$ cat config.mk
export PLATFORM = sky130hd
export DESIGN_NAME = uart_intr_ctrl
export DESIGN_NICKNAME = d
export VERILOG_FILES = /design/src/rtl/uart_intr_ctrl.sv
export SDC_FILE = /design/constraint.sdc
export NUM_CORES = 1
export LEC_CHECK = 0
export CAP_MARGIN = 0
export CORE_MARGIN = 1.5
export CORE_UTILIZATION = 26
export DETAILED_ROUTE_END_ITERATION = 10
export PLACE_DENSITY = 0.8
export SLEW_MARGIN = 20
export SYNTH_ARGS = -nofsm -noshare
export SYNTH_HDL_FRONTEND = slang
export SYNTH_SLANG_ARGS = --single-unit
$ cat constraint.sdc
create_clock -name pclk -period 0.8 [get_ports pclk]
set_input_delay 0.2 -clock pclk [delete_from_list [all_inputs] [get_ports pclk]]
set_output_delay 0.2 -clock pclk [all_outputs]
set_load 0.005 [all_outputs]
$ cat src/rtl/uart_intr_ctrl.sv
// ---------------------------------------------------------------------------
// uart_intr_ctrl
//
// Interrupt scheduler for the UART. It arbitrates four sources by fixed
// 16550 priority and registers the winning interrupt ID and the pending flag
// that the APB register block reads back through IIR.
//
//   priority  source                         intid
//   1 (high)  receiver line status (rls)     3'b011
//   2         receive data available (rda)   3'b010
//   3         character timeout (cti)        3'b110
//   4 (low)   THR empty (thr)                3'b001
//             none                           3'b000
//
// The block owns the THRE-interrupt pending flop and the FIFO
// character-timeout counter. rls and rda are purely level driven.
//
// Optional feature macro: UART_INTR_CTI_EN
//   defined     : character-timeout counter and flag are built; ID 3'b110
//                 can be reported.
//   not defined : counter and flag are absent; cti is tied low.
//
// Ports
//   pclk, presetn        clock, asynchronous active-low reset
//   erbi, etbei, elsi    IER enables (rda+cti, thre, line status)
//   oe, pe, fe, bi, dr   LSR error / data-ready bits
//   thre                 LSR THR empty
//   fifoen, rxfiftl      FCR FIFO enable and rx trigger select
//   rx_fifo_count        rx FIFO occupancy (0..16)
//   receive_done         one-cycle pulse per received character
//   rbr_rd_en            APB read of RBR
//   thr_wr_en            APB write of THR
//   iir_rd_en            APB read of IIR
//   baud_tick            16x oversample tick, one pclk wide
//   wls, stb, pen        LCR frame format
//   intid                registered interrupt ID
//   uart_intpt           registered interrupt pending, high active
// ---------------------------------------------------------------------------
module uart_intr_ctrl #(
   parameter int CNT_W      = 10,
   parameter int FIFO_CNT_W = 5
) (
   input  logic                  pclk,
   input  logic                  presetn,
   input  logic                  erbi,
   input  logic                  etbei,
   input  logic                  elsi,
   input  logic                  oe,
   input  logic                  pe,
   input  logic                  fe,
   input  logic                  bi,
   input  logic                  dr,
   input  logic                  thre,
   input  logic                  fifoen,
   input  logic [1:0]            rxfiftl,
   input  logic [FIFO_CNT_W-1:0] rx_fifo_count,
   input  logic                  receive_done,
   input  logic                  rbr_rd_en,
   input  logic                  thr_wr_en,
   input  logic                  iir_rd_en,
   input  logic                  baud_tick,
   input  logic [1:0]            wls,
   input  logic                  stb,
   input  logic                  pen,
   output logic [2:0]            intid,
   output logic                  uart_intpt
);

   localparam logic [2:0] ID_NONE = 3'b000;
   localparam logic [2:0] ID_THR  = 3'b001;
   localparam logic [2:0] ID_RDA  = 3'b010;
   localparam logic [2:0] ID_RLS  = 3'b011;
   localparam logic [2:0] ID_CTI  = 3'b110;

   logic                  rls;
   logic                  rda;
   logic                  cti;
   logic                  thr;
   logic [FIFO_CNT_W-1:0] trig;
   logic [2:0]            intid_next;

   // ------------------------------------------------------------------
   // Level-driven sources
   // ------------------------------------------------------------------
   always_comb begin
      case (rxfiftl)
         2'b00:   trig = FIFO_CNT_W'(1);
         2'b01:   trig = FIFO_CNT_W'(4);
         2'b10:   trig = FIFO_CNT_W'(8);
         default: trig = FIFO_CNT_W'(14);
      endcase
   end

   assign rls = elsi & (oe | pe | fe | bi);
   assign rda = erbi & (fifoen ? (rx_fifo_count >= trig) : dr);

   // ------------------------------------------------------------------
   // THRE pending flop
   // ------------------------------------------------------------------
   logic thre_en;
   logic thre_prev;
   logic thre_pend;
   logic thre_rise;

   assign thre_en   = thre & etbei;
   assign thre_rise = thre_en & ~thre_prev;

   // NOTE: sequential state uses non-blocking assignments so every flop
   // samples the pre-edge values of the others, independent of block order.
   always_ff @(posedge pclk or negedge presetn) begin
      if (!presetn) begin
         thre_prev <= 1'b0;
         thre_pend <= 1'b0;
      end else begin
         thre_prev <= thre_en;
         // THR write / disable beats a new edge; a new edge beats the IIR
         // read clear, so an edge arriving during the read is not lost.
         if (thr_wr_en || !etbei) begin
            thre_pend <= 1'b0;
         end else if (thre_rise) begin
            thre_pend <= 1'b1;
         end else if (iir_rd_en && (intid == ID_THR)) begin
            thre_pend <= 1'b0;
         end
      end
   end

   assign thr = etbei & thre_pend;

   // ------------------------------------------------------------------
   // Character timeout
   // ------------------------------------------------------------------
`ifdef UART_INTR_CTI_EN
   logic [CNT_W-1:0] cti_cnt;
   logic             cti_flag;
   logic [3:0]       frame_bits;
   logic [CNT_W-1:0] thresh_m1;
   logic             cnt_zero;
   logic             flag_clr;
   logic             cnt_run;
   logic             cnt_hit;

   // start + (5 + wls) data + parity + (1 + stb) stop = 7..12 bits
   assign frame_bits = 4'd7 + {2'b00, wls} + {3'b000, pen} + {3'b000, stb};
   // four characters at 16 ticks per bit = 64 ticks per frame bit
   assign thresh_m1  = CNT_W'({frame_bits, 6'b000000}) - CNT_W'(1);

   assign cnt_zero = receive_done | rbr_rd_en | ~fifoen |
                     (rx_fifo_count == '0);
   assign flag_clr = receive_done | rbr_rd_en | ~fifoen;
   assign cnt_run  = fifoen & (rx_fifo_count != '0) & ~cti_flag;
   // ">=" rather than "==" so a frame format shrunk mid-count below the
   // current count still fires on the next tick instead of wrapping.
   assign cnt_hit  = cnt_run & baud_tick & (cti_cnt >= thresh_m1);

   always_ff @(posedge pclk or negedge presetn) begin
      if (!presetn) begin
         cti_cnt  <= '0;
         cti_flag <= 1'b0;
      end else begin
         if (cnt_zero || cnt_hit) begin
            cti_cnt <= '0;
         end else if (cnt_run && baud_tick) begin
            cti_cnt <= cti_cnt + CNT_W'(1);
         end

         if (flag_clr) begin
            cti_flag <= 1'b0;
         end else if (cnt_hit) begin
            cti_flag <= 1'b1;
         end
      end
   end

   assign cti = erbi & fifoen & cti_flag;
`else
   assign cti = 1'b0;

   // Frame-format and timeout-related inputs have no load in this build.
   logic unused_cti_inputs;
   assign unused_cti_inputs = ^{baud_tick, receive_done, rbr_rd_en,
                                wls, stb, pen};
`endif

   // ------------------------------------------------------------------
   // Fixed-priority arbiter and registered outputs
   // ------------------------------------------------------------------
   // NOTE: the default assignment first keeps this block purely
   // combinational; a branch that skipped intid_next would infer a latch.
   always_comb begin
      intid_next = ID_NONE;
      if (rls) begin
         intid_next = ID_RLS;
      end else if (rda) begin
         intid_next = ID_RDA;
      end else if (cti) begin
         intid_next = ID_CTI;
      end else if (thr) begin
         intid_next = ID_THR;
      end
   end

   always_ff @(posedge pclk or negedge presetn) begin
      if (!presetn) begin
         intid      <= ID_NONE;
         uart_intpt <= 1'b0;
      end else begin
         intid      <= intid_next;
         uart_intpt <= (intid_next != ID_NONE);
      end
   end

endmodule

==> results.md, run 1 <==
- Simple-gate area share of the yosys netlist: 0.188
- Worst r2r src: intid[0]$_DFF_PN0_
- Core area: 1300 sq um
- Die width: 40.2 um
- CTS tree: yes
- Netlist cell types: 17
- Root buffer cell: clkbuf_4
- Top post-synthesis cells by area: dfrtp_1 (35%), ha_1 (14%), o41ai_4 (7.7%)
- Routed WL: 834 um
- Clock power share: 0.343
- Lkg Pwr: 0.360 nW
- Int Power: 0.627 mW
- Setup CP Type: input pin to flop
- DIE HEIGHT: 40.2 um
- Vias in the first global route: 344
- Initial antenna violation count: 0
- Warnings from Yosys: 0
- EDFF count, synth: 0
- Outcome: finished with violations
- Fin crit period: 1070 ps
- Multi-input gate area: 275 sq um
- Worst-skew pair later-pin latency: 240 ps
- Fmax: 930 MHz
- Iter 0 DRT Violations: 0
- Post-CTS Hold Buffers: 0
- Total clock sinks: 5
- Yosys reg bits: 5
- Max cap viols: 0
- Pre-CTS setup slack: -1010 ps
- Grt total ovfl: 0
- Setup TNS: -1270 ps
- Final Hold Viols: 0
- Sequential-to-total area share from yosys stat: 0.348
- Reg clk slew, reported paths: 40 ps
- Peak VDD IR: 0.000380 V
- Critical Path Source Type: input pin
- Sw Share: 0.260
- Cell with the most instances after synthesis: nand2_1
- Placer Congestion: 0.596
- Synth Flop Type: dfrtp_1
- Via count: 360
- CP Depth: 7
- Sequential Area: 125 sq um
- Post-synth ARST share: 1.00
- Hold WC Path Type: input pin to async pin
- Multiplexer area fraction after synthesis: 0
- H-tree depth: 1
- Failing checks: setup timing
- Cell Area, Placed: 629 sq um
- R2R Setup Slk: -130 ps
- WL per Instance: 10.0 um
- Top post-synthesis cells by count: nand2_1 (6), dfrtp_1 (5), inv_1 (5), ha_1 (4)
- DRT antenna net count: 0
- RSZ-0062 raised after global routing: true
- Pin count of the biggest net entering global routing: 6
- Initial Util: 0.276
- Crit-path max cell delay: 200 ps
- Mean Syn Cell Area: 9.45 sq um
- Inserted Diodes: 0
- Worst Setup EP: uart_intpt$_DFF_PN0_
- Largest delay contributor family on the critical path: compound AO/OA/AOI/OAI gates
- CP max-delay cell: ha_4
- Design Area, Final: 723 sq um
- First-pass GRT wire length: 1280 um
- Global Route Usage Sum: 0.129
- Crit path buf inv count: 1
- Post-Synth Adder-Cell Area: 0.139
- Synth Net Count: 70
- Io pins: 32
- WHS: 169 ps
- Clock Skews: 1.02 ps
- Reg power frac: 0.328
- P_sw: 0.220 mW
- Post-synth top area share: 0.348
- Post-route clock period utilization: 1.34
- Post-DP HPWL: 685 um
- Residual DRC: 0
- Final setup fails: 7
- Max-slew violations: 0
- TritonCTS Buffers: 3
- Power per cell area: 1170 nW/um^2
- Largest family of logic cells by synthesized area: compound AO/OA/AOI/OAI gates
- Synthesized area: 359 sq um
- Fill cells: 129
- Rows: 13
- R2r worst-path depth: 5
- Worst Setup SP: rxfiftl[1]
- # nets final: 101
- Port bufs: 23
- Critical path, cell by cell: buf_8 > nor2_4 > ha_4 > nand2b_4 > a31o_1 > a21oi_4 > nand3_1
- Post-Synthesis Cells: 38
- Share of layout cells above drive strength 1: 0.382
- Drt pass-1 iters: 1
- Critical R2R Capture: thre_pend$_DFFE_PN0P_
- Max clock buf depth: 2
- Post-Synth XOR/XNOR Area: 0
- Number of vias per cell: 4.34
- Post-synth top area cell: dfrtp_1
- Critical Path RT: 900 ps
- Worst setup margin: -275 ps
- Crit-path max FO: 3
- Die area: 1610 sq um
- Logic gate share of total power: 0.329
- Crit end category: flop
- Area Growth Syn to Fin: 101%
- Critical Path AT: 1180 ps
- Synth Area in Compound Gates: 0.230
-- state kept, by name, summed over array words and instances, names as in the netlist --
signal      count
intid           2
thre_pend       1
thre_prev       1
uart_intpt      1
-- how the worst min path moves through the flow --
stage | from | slack (ps) | end | cells after the start
2_1_floorplan | presetn | -100 | intid[0]$_DFF_PN0_ | 0
3_3_place_gp | presetn | 430 | intid[0]$_DFF_PN0_ | 1
3_5_place_dp | presetn | 430 | uart_intpt$_DFF_PN0_ | 1
4_1_cts | presetn | 170 | intid[1]$_DFF_PN0_ | 1
5_1_grt | presetn | 180 | intid[1]$_DFF_PN0_ | 1
6_report | presetn | 170 | uart_intpt$_DFF_PN0_ | 1
-- through the flow --
stage	std cells	utilization	total power [mW]
after CTS	83	0.533	0.850
final	83	0.556	0.848
after floorplan	38	-	0.374
after global placement	77	0.484	0.527
after global routing	83	0.556	0.918
after detailed placement	77	0.484	0.536
-- what timing repair did --
action,4_1_cts,5_1_grt
pin swaps,14,8
setup buffers,2,0
resized for setup,40,9
endpoints found under the setup margin,7,7
gates cloned,0,0
-- metal layers --
metal  share of wire  track usage  wire length [um]
met2            0.60        0.258               497
met5               0            0                 0
met4           0.025       0.0776                21
met1            0.32        0.111               267
met3           0.059       0.0333                49
-- cells in the final DEF (no fill, tap or decap) --
cell type / count
and2_1: 1
dlymetal6s2s_1: 4
nand2_2: 1
ha_4: 2
ha_1: 2
nor2_2: 1
dfrtp_1: 5
o41ai_4: 1
buf_4: 4
clkbuf_1: 1
conb_1: 1
buf_2: 4
nor2_4: 2
inv_1: 4
dlygate4sd2_1: 4
clkbuf_4: 3
a31o_1: 2
clkdlybuf4s15_1: 1
a31oi_4: 1
a21oi_4: 1
nand2_1: 5
clkdlybuf4s50_1: 8
nand2b_4: 1
buf_8: 2
o21ai_1: 2
o21ai_4: 1
and3b_1: 1
nand3_1: 1
inv_2: 2
-- cell type report --
type / instances / share of cell area
Sequential cell: 5 / 0.173
Multi-Input combinational cell: 26 / 0.381
Clock buffer: 4 / 0.0363
Inverter: 6 / 0.0311
Timing Repair Buffer: 27 / 0.353
Tap cell: 15 / 0.0260
-- cell families (layout without fill, tap and decap cells) --
logic type	count (synthesis)	in the layout
buf+inv	7	37
simple gates	13	13
compound gates	8	8
other cells	1	1
flops	5	5
fa+ha+maj	4	4
-- power groups by stage --
stage / Clock [mW] / Sequential (mW) / Combinational, mW
floorplan: 0 / 0.284 / 0.0902
global placement: 0 / 0.282 / 0.246
detailed placement: 0 / 0.282 / 0.254
CTS: 0.300 / 0.278 / 0.272
global route: 0.332 / 0.278 / 0.308
finish: 0.291 / 0.278 / 0.279
Note: power is estimated with default switching activity, not from simulation.
==> run 2: changes to the inputs <==
--- a/config.mk
+++ b/config.mk
@@ -5,10 +5,12 @@
 export SDC_FILE = /design/constraint.sdc
 export NUM_CORES = 1
 export LEC_CHECK = 0
+export ABC_CLOCK_PERIOD_IN_PS = 800
 export CAP_MARGIN = 0
 export CORE_MARGIN = 1.5
 export CORE_UTILIZATION = 26
 export DETAILED_ROUTE_END_ITERATION = 10
+export HOLD_SLACK_MARGIN = 0.03
 export PLACE_DENSITY = 0.8
 export SLEW_MARGIN = 20
 export SYNTH_ARGS = -nofsm -noshare
==> results of run 2 <==
Same layout as run 1: the final DEF is identical, and so are final timing and power.
